==> config.mk <==
export PLATFORM = sky130hd
export DESIGN_NAME = clk_div_bank
export DESIGN_NICKNAME = d
export VERILOG_FILES = /design/src/rtl/clk_div_pkg.sv /design/src/rtl/clk_div_channel.sv /design/src/rtl/clk_div_bank.sv
export SDC_FILE = /design/constraint.sdc
export NUM_CORES = 1
export LEC_CHECK = 0
export CAP_MARGIN = 30
export CORE_MARGIN = 2
export CORE_UTILIZATION = 40
export CTS_CLUSTER_SIZE = 28
export DETAILED_ROUTE_END_ITERATION = 10
export PLACE_DENSITY = 0.61
export SYNTH_ARGS = -nofsm -noshare
export SYNTH_HDL_FRONTEND = slang
export SYNTH_SLANG_ARGS = --single-unit
==> constraint.sdc <==
create_clock -name clk_in -period 41.1 [get_ports clk_in]
set_input_delay 10.275 -clock clk_in [delete_from_list [all_inputs] [get_ports clk_in]]
set_output_delay 10.275 -clock clk_in [all_outputs]
set_load 0.05 [all_outputs]
==> src/rtl/clk_div_pkg.sv <==
// Shared encodings and standard terminal counts for the clock divider bank.
package clk_div_pkg;

  // Output mode of a divider channel.
  typedef enum logic {
    MODE_SQUARE = 1'b0,
    MODE_PULSE  = 1'b1
  } ch_mode_e;

  // Default counter / terminal-count width.
  localparam int DEF_CNT_W = 29;

  // Terminal counts for a 100 MHz board clock (wrap period = TC + 1 cycles).
  localparam int unsigned TC_1HZ  = 32'd49_999_999;
  localparam int unsigned TC_2HZ  = 32'd24_999_999;
  localparam int unsigned TC_1KHZ = 32'd49_999;

endpackage

==> src/rtl/clk_div_channel.sv <==
// One divider channel: wrap counter, shadowed terminal count applied only at
// a period boundary (or while stopped), mode latch and registered outputs.
module clk_div_channel
  import clk_div_pkg::*;
#(
  parameter int                CNT_W  = DEF_CNT_W,
  parameter logic [CNT_W-1:0]  RST_TC = CNT_W'(TC_1HZ)
) (
  input  logic             clk_in,
  input  logic             rst,
  input  logic             en,
  input  logic             mode,
  input  logic             tc_load,
  input  logic [CNT_W-1:0] tc_value,
  output logic             divided_clk,
  output logic             tick
);

  localparam logic [CNT_W-1:0] CNT_ONE = {{(CNT_W-1){1'b0}}, 1'b1};

  logic [CNT_W-1:0] cnt_reg;
  logic [CNT_W-1:0] active_tc_reg;
  logic [CNT_W-1:0] shadow_tc_reg;
  logic             pending_reg;
  ch_mode_e         mode_reg;
  logic             tick_reg;
  logic             div_reg;
  logic             at_tc;
  ch_mode_e         mode_req;

  // Equality only: loads never move active_tc below the running count.
  always_comb begin
    at_tc    = (cnt_reg == active_tc_reg);
    mode_req = ch_mode_e'(mode);
  end

  // Shadow register always takes the newest load; the last of several wins.
  always_ff @(posedge clk_in or posedge rst) begin
    if (rst) begin
      shadow_tc_reg <= RST_TC;
    end else if (tc_load) begin
      shadow_tc_reg <= tc_value;
    end
  end

  // Counter, terminal-count hand-over, mode latch and output registers.
  always_ff @(posedge clk_in or posedge rst) begin
    if (rst) begin
      cnt_reg       <= '0;
      active_tc_reg <= RST_TC;
      pending_reg   <= 1'b0;
      mode_reg      <= MODE_SQUARE;
      tick_reg      <= 1'b0;
      div_reg       <= 1'b0;
    end else if (!en) begin
      // Stopped: hold state, but a pending load applies now so that the
      // next enable starts a clean period with the new count.
      tick_reg <= 1'b0;
      if (mode_reg == MODE_PULSE) begin
        div_reg <= 1'b0;  // pulse output mirrors the (forced-low) tick
      end
      if (pending_reg) begin
        active_tc_reg <= shadow_tc_reg;
        cnt_reg       <= '0;
      end
      pending_reg <= tc_load;
    end else if (at_tc) begin
      // Period boundary: new count and mode take effect here. A load in
      // this same cycle lands in shadow and stays pending for next wrap.
      cnt_reg  <= '0;
      tick_reg <= 1'b1;
      if (pending_reg) begin
        active_tc_reg <= shadow_tc_reg;
      end
      pending_reg <= tc_load;
      mode_reg    <= mode_req;
      if (mode_req == MODE_PULSE) begin
        div_reg <= 1'b1;
      end else if (mode_reg == MODE_SQUARE) begin
        div_reg <= ~div_reg;
      end else begin
        div_reg <= 1'b0;  // freshly entering square mode starts low
      end
    end else begin
      cnt_reg     <= cnt_reg + CNT_ONE;
      tick_reg    <= 1'b0;
      pending_reg <= pending_reg | tc_load;
      if (mode_reg == MODE_PULSE) begin
        div_reg <= 1'b0;
      end
    end
  end

  assign divided_clk = div_reg;
  assign tick        = tick_reg;

endmodule

==> src/rtl/clk_div_bank.sv <==
// Bank of independent runtime-programmable clock dividers / tick generators
// sharing one terminal-count bus.
module clk_div_bank
  import clk_div_pkg::*;
#(
  parameter int               NUM_CH = 4,
  parameter int               CNT_W  = DEF_CNT_W,
  parameter logic [CNT_W-1:0] RST_TC = CNT_W'(TC_1HZ)
) (
  input  logic              clk_in,
  input  logic              rst,
  input  logic [NUM_CH-1:0] ch_en,
  input  logic [NUM_CH-1:0] ch_mode,
  input  logic [NUM_CH-1:0] tc_load,
  input  logic [CNT_W-1:0]  tc_value,
  output logic [NUM_CH-1:0] divided_clk,
  output logic [NUM_CH-1:0] tick
);

  // One channel per bit; tc_value fans out, tc_load selects the targets.
  for (genvar gi = 0; gi < NUM_CH; gi++) begin : g_ch
    clk_div_channel #(
      .CNT_W  (CNT_W),
      .RST_TC (RST_TC)
    ) u_ch (
      .clk_in      (clk_in),
      .rst         (rst),
      .en          (ch_en[gi]),
      .mode        (ch_mode[gi]),
      .tc_load     (tc_load[gi]),
      .tc_value    (tc_value),
      .divided_clk (divided_clk[gi]),
      .tick        (tick[gi])
    );
  end

endmodule

==> results of run 1 <==
==> power by group through the flow <==
stage,clock [mW],combinational [mW],sequential [mW]
floorplan,0,0.0840,0.435
global placement,0,0.104,0.445
detailed placement,0,0.106,0.446
CTS,0.382,0.107,0.441
global route,0.397,0.114,0.446
finish,0.371,0.104,0.440
==> stage by stage <==
stage                      util  hold WS (ns)  power [mW]  setup WS (ns)
final                     0.457         0.439       0.916          29.07
after global placement    0.425         0.417       0.549          28.57
after detailed placement  0.425         0.432       0.553          28.52
after global routing      0.457         0.450       0.957          28.98
after floorplan               -         0.410       0.519          20.96
after CTS                 0.457         0.440       0.930          29.07
==> cells by family after synthesis <==
group / after synthesis / synth area share
compound gates: 176 / 0.0736
xor+xnor: 131 / 0.0664
mux: 244 / 0.165
buf+inv: 106 / 0.0298
simple gates: 405 / 0.125
flops: 364 / 0.538
fa+ha+maj: 4 / 0.00290
==> cell type report <==
class / instances / area [sq um]
Clock inverter: 11 / 140
Fill cell: 3906 / 23300
Clock buffer: 62 / 1240
Sequential cell: 364 / 9290
Timing Repair Buffer: 65 / 626
Inverter: 26 / 105
Tap cell: 585 / 732
Multi-Input combinational cell: 960 / 7480
==> metal layers <==
layer | global-route usage | up-vias
li1 | - | 5212
met1 | 0.249 | 5693
met2 | 0.294 | 211
met3 | 0.0251 | 50
met4 | 0.0459 | 0
met5 | 0 | -
==> layout by cell type (no fill, tap or decap), types with 7 or more instances in the layout <==
master,count
a21o_1,25
a21oi_1,22
a22o_1,24
and2_1,8
and3_1,18
buf_4,14
clkbuf_1,10
clkbuf_16,43
clkbuf_8,9
clkdlybuf4s50_1,50
dfrtp_1,220
dfstp_2,144
inv_1,25
mux2_1,10
mux2_2,195
mux2_4,30
mux2i_1,9
nand2_1,123
nand3_1,104
nand4_1,50
nor2_1,41
nor3_1,7
o21ai_0,29
o22ai_1,8
o311ai_0,32
or3_1,14
xnor2_1,119
xor2_1,12
==> worst min-delay path by stage <==
stage,start,cells after the start,end,slack [ns]
6_report,g_ch[2].u_ch.mode_reg,1,g_ch[2].u_ch.divided_clk,0.44
3_5_place_dp,g_ch[2].u_ch.mode_reg,1,g_ch[2].u_ch.divided_clk,0.43
2_1_floorplan,g_ch[0].u_ch.mode_reg,1,g_ch[0].u_ch.divided_clk,0.41
4_1_cts,g_ch[2].u_ch.mode_reg,1,g_ch[2].u_ch.divided_clk,0.44
3_3_place_gp,g_ch[2].u_ch.mode_reg,1,g_ch[2].u_ch.divided_clk,0.42
5_1_grt,g_ch[1].u_ch.mode_reg,1,g_ch[1].u_ch.divided_clk,0.45
==> results.json, run 1 <==
{
  "grt_max_degree": 188,
  "wl_met2_um": 18500,
  "place.gp.congestion": 0.796,
  "synth_commonest_cells": "dfrtp_1, mux2_2, dfstp_2",
  "power.switching_uw": 220,
  "synth_edf_count": 0,
  "yosysSeqAreaShare": 0.538,
  "ys_warn_count": 0,
  "slew_viol_final": 0,
  "synth_largest_area_cell": "dfrtp_1",
  "cts_buffer_depth": 3,
  "ctsHoldBuffers": 0,
  "first_pass_iters": 5,
  "final-setup-viol-count": 0,
  "drt-met1-wl_um": 18000,
  "final_layout_size_suffix_gt1_frac": 0.321,
  "ios": 51,
  "dieArea_sq_mm": 0.0449,
  "outcome": "completed",
  "ys_types": 62,
  "core_region_area_sq_mm": 0.0429,
  "routed_wl_um": 38700,
  "max_slew_margin": 0.264,
  "via_per_inst": 5.39,
  "synth.avg_cell_area_sq_um": 12.1,
  "grt-ovfl-total": 0,
  "rr_worst_depth": 7,
  "cts_setup_buffers": 0,
  "path_class": "input pin to register",
  "clk_pin_slew_ns": 0.06,
  "async_reset_ff_frac": 1.00,
  "first_iter_violations": 618,
  "hold_class": "register to register",
  "fp.dieH_um": 212,
  "cp_top_family": "buffers and inverters",
  "synthesis.instances": 1430,
  "cts_max_level": 2,
  "ys_ff_latch": 364,
  "p_sw_frac": 0.240,
  "synth_nets": 1477,
  "crit_buf_inv": 2,
  "rr_endpoint": "g_ch[3].u_ch.active_tc_reg[28]",
  "start_util": 0.403,
  "critPathArrivalTime_ns": 12.43,
  "reg2reg_from": "g_ch[3].u_ch.cnt_reg[19]",
  "combinationalPowerShare": 0.114,
  "cts_tree": "done",
  "grt_pass1_wl_um": 62900,
  "fin_crit_sh": 0.293,
  "synth.top_cell.area_share": 0.319,
  "skew_ns": 0.0105,
  "wl_met3_um": 1330,
  "final.min_clock_period_ns": 12.03,
  "reg2reg_slack_ns": 38.04,
  "hold_viol": 0,
  "cts-root-buf": "clkbuf_16",
  "crit_start": "ch_en[3]",
  "syn-cell-area_sq_mm": 0.0173,
  "insertion_delay_ns": 0.52,
  "rsz0062_at_grt": "false",
  "stdcell_count": 2073,
  "antenna_found_initial": 4,
  "internal-power_uw": 696,
  "avgRoutedWirePerCell_um": 18.6,
  "num_vias": 11166,
  "tightest_slew_ns": 1.10,
  "num_antenna_cells": 0,
  "required_ns": 41.50,
  "hpwl_um": 25200,
  "cts_num_sinks": 364,
  "worstPathMaxFanout": 25,
  "grt_pass1_vias": 11059,
  "synthTopCellsByArea": "dfrtp_1, dfstp_2, mux2_2",
  "synth_ff_type": "dfrtp_1",
  "slowest_stage": "clkdlybuf4s50_1",
  "cp-end-kind": "register",
  "io_buffer_count": 50,
  "drc": 0,
  "drv_cap": 0,
  "path_depth": 5,
  "final_area_sq_mm": 0.0196,
  "power_leakage_nw": 7.70,
  "p_clk_frac": 0.405,
  "fmax_mhz": 83.1,
  "seqPwrFrac": 0.481,
  "ir_drop_mv": 0.0235,
  "track_usage": 0.179,
  "synth_most_common_cell": "dfrtp_1",
  "critPathMaxStageDelay_ns": 0.62,
  "worstSetupStartpointType": "input pin",
  "setup_tns_ns": 0,
  "rows": 76,
  "cp-endpoint": "g_ch[3].u_ch.active_tc_reg[27]",
  "dpl.cell_count": 2000,
  "nNetsFinal": 1505,
  "numCtsBuffers": 41,
  "dpl_cell_area_sq_mm": 0.0182,
  "antenna_left": 0,
  "powerDensity_mw_per_mm2": 46.7,
  "die_w_um": 212,
  "top_layer": "met4",
  "cts_repair_resize_count": 0,
  "area_delta_synth_final_pct": 13.5,
  "path_cells": "clkdlybuf4s50_1, a21bo_2, nand2_1, buf_4, mux2_2"
}
No activity file was read; power rests on OpenSTA's default activity.
==> run 2: changes to the inputs <==
- clock period: 41.1 -> 12.6 ns (I/O delays scaled with it)
==> run 2 against run 1 <==
  * Global-route usage increased by 0.16 points
  * Cell count increased by 0.24%
  * Total power increased to 3.2 times the previous value
  * Core utilization about the same
  * Worst hold slack got worse by 0.0014 ns
  * Register-to-register slack got worse by 29 ns
  * Clock skew increased by 0.010 ns
  * Combinational power increased to 3.3 times the previous value
  * Sequential cell count unchanged
  * Routed wire length increased by 0.66%
  * Critical endpoint is now g_ch[0].u_ch.cnt_reg[1]
  * Largest power group unchanged
==> results.json, run 2 (synthesis gave the netlist of run 1 again) <==
{
  "cp-end-kind": "asynchronous set/reset pin",
  "critPathMaxStageDelay_ns": 0.82,
  "path_class": "input pin to asynchronous set/reset pin",
  "slowest_stage": "buf_4",
  "first_pass_iters": 5,
  "track_usage": 0.181,
  "io_buffer_count": 50,
  "critPathArrivalTime_ns": 5.73,
  "setup_tns_ns": 0,
  "ir_drop_mv": 0.0967,
  "place.gp.congestion": 0.804,
  "rsz0062_at_grt": "false",
  "avgRoutedWirePerCell_um": 18.7,
  "clk_pin_slew_ns": 0.05,
  "cts_buffer_depth": 3,
  "reg2reg_from": "g_ch[3].u_ch.cnt_reg[19]",
  "grt-ovfl-total": 0,
  "die_w_um": 212,
  "hpwl_um": 25800,
  "slew_viol_final": 0,
  "required_ns": 13.15,
  "final_common_cell": "dfrtp_1",
  "dieArea_sq_mm": 0.0449,
  "hold_viol": 0,
  "cts-root-buf": "clkbuf_16",
  "reg2reg_slack_ns": 9.41,
  "worstPathMaxFanout": 75,
  "final_layout_size_suffix_gt1_frac": 0.323,
  "powerDensity_mw_per_mm2": 151,
  "num_vias": 11123,
  "cts_repair_resize_count": 0,
  "routed_wl_um": 38900,
  "fin_util": 0.457,
  "path_cells": "clkdlybuf4s50_1, clkinvlp_4, buf_4, buf_4",
  "internal-power_mw": 2.23,
  "max_slew_margin": 0.386,
  "first_iter_violations": 723,
  "fmax_mhz": 193,
  "antenna_left": 0,
  "cts_num_sinks": 364,
  "antenna_found_initial": 0,
  "hold_class": "register to register",
  "skew_ns": 0.0209,
  "final-setup-viol-count": 0,
  "crit_start": "rst",
  "p_clk_frac": 0.400,
  "insertion_delay_ns": 0.56,
  "critPathMostFrequentCell": "buf_4",
  "num_antenna_cells": 0,
  "hp-start": "g_ch[1].u_ch.mode_reg",
  "via_per_inst": 5.35,
  "final.min_clock_period_ns": 5.18,
  "area_delta_synth_final_pct": 13.5,
  "rows": 76,
  "combinationalPowerShare": 0.116,
  "grt_pass1_wl_um": 62800,
  "nNetsFinal": 1508,
  "power.switching_uw": 734,
  "cp_top_family": "buffers and inverters",
  "grt_pass1_vias": 11049,
  "cts_max_level": 2,
  "start_util": 0.403,
  "seqPwrFrac": 0.484,
  "worstSetupStartpointType": "input pin",
  "drv_cap": 0,
  "fin_crit_sh": 0.411,
  "cts_tree": "done",
  "core_region_area_sq_mm": 0.0429,
  "final_cell_mix": "dfrtp_1, mux2_2, dfstp_2",
  "drc": 0,
  "fp.dieH_um": 212,
  "grt_max_degree": 76,
  "p_sw_frac": 0.248,
  "cts_setup_buffers": 0,
  "outcome": "completed",
  "numCtsBuffers": 40,
  "tightest_slew_ns": 0.920,
  "ctsHoldBuffers": 0,
  "power_leakage_nw": 7.70,
  "ios": 51,
  "crit_buf_inv": 4
}
run 2: cell count changes in the layout (fill, tap and decap cells not counted), sizes merged:
cell | before | now
bufinv | 3 | 1
clkinv | 5 | 9
clkbuf | 62 | 60
buf | 15 | 19
inv | 28 | 27
clkinvlp | 1 | 3
run 2: final cells by class:
class / count / area, sq um
flip-flops and latches: 364 / 9290
well taps: 585 / 732
repair buffers: 69 / 663
fillers: 3903 / 23300
inverters: 26 / 101
multi-input cells: 960 / 7480
clock buffers: 60 / 1230
clock inverters: 14 / 108
run 2: metal layers:
| layer | global-route usage | up-vias | wire length (um) | share of wire |
|---|---|---|---|---|
| li1 | - | 5212 | - | - |
| met1 | 0.250 | 5648 | 18200 | 0.47 |
| met2 | 0.288 | 193 | 18300 | 0.47 |
| met3 | 0.0240 | 70 | 1240 | 0.032 |
| met4 | 0.0714 | 0 | 1260 | 0.032 |
| met5 | 0 | - | 0 | 0 |
run 2: worst reg2reg max path, cell delays in order (launching register included):
cell     delay, ns
dfrtp_1       0.44
xnor2_1       0.31
nand4_1       0.18
nor4_2        0.40
a21bo_2       0.54
nand2_1       0.49
buf_4         0.38
mux2_1        0.33
run 2: worst paths after layout:
check,endpoint,cells past startpoint
worst max-delay path,g_ch[0].u_ch.cnt_reg[1],4
worst min-delay path,g_ch[1].u_ch.divided_clk,1
worst max register to register,g_ch[3].u_ch.active_tc_reg[7],7
worst min register to register,g_ch[1].u_ch.divided_clk,1
max in group clk_in,g_ch[3].u_ch.active_tc_reg[7],5
min in group asynchronous,g_ch[0].u_ch.cnt_reg[7],2
run 2: power by group through the flow:
stage	registers, mW	logic [mW]	clock network, mW
after detailed placement	1.46	0.349	0
after global routing	1.45	0.376	1.26
final	1.44	0.344	1.19
after global placement	1.45	0.340	0
after floorplan	1.42	0.274	0
after CTS	1.44	0.351	1.21
run 2: through the flow:
stage               area (sq um)  instances  hold WS, ns  total power [mW]  setup WS, ns
detailed placement         18300       2004        0.434              1.81          6.66
global route               19600       2078        0.459              3.09          6.99
global placement           18200       2003        0.418              1.79          6.69
finish                     19600       2078        0.437              2.97          7.42
CTS                        19600       2078        0.441              3.00          7.25
floorplan                  17300       1430        0.410              1.69          4.69
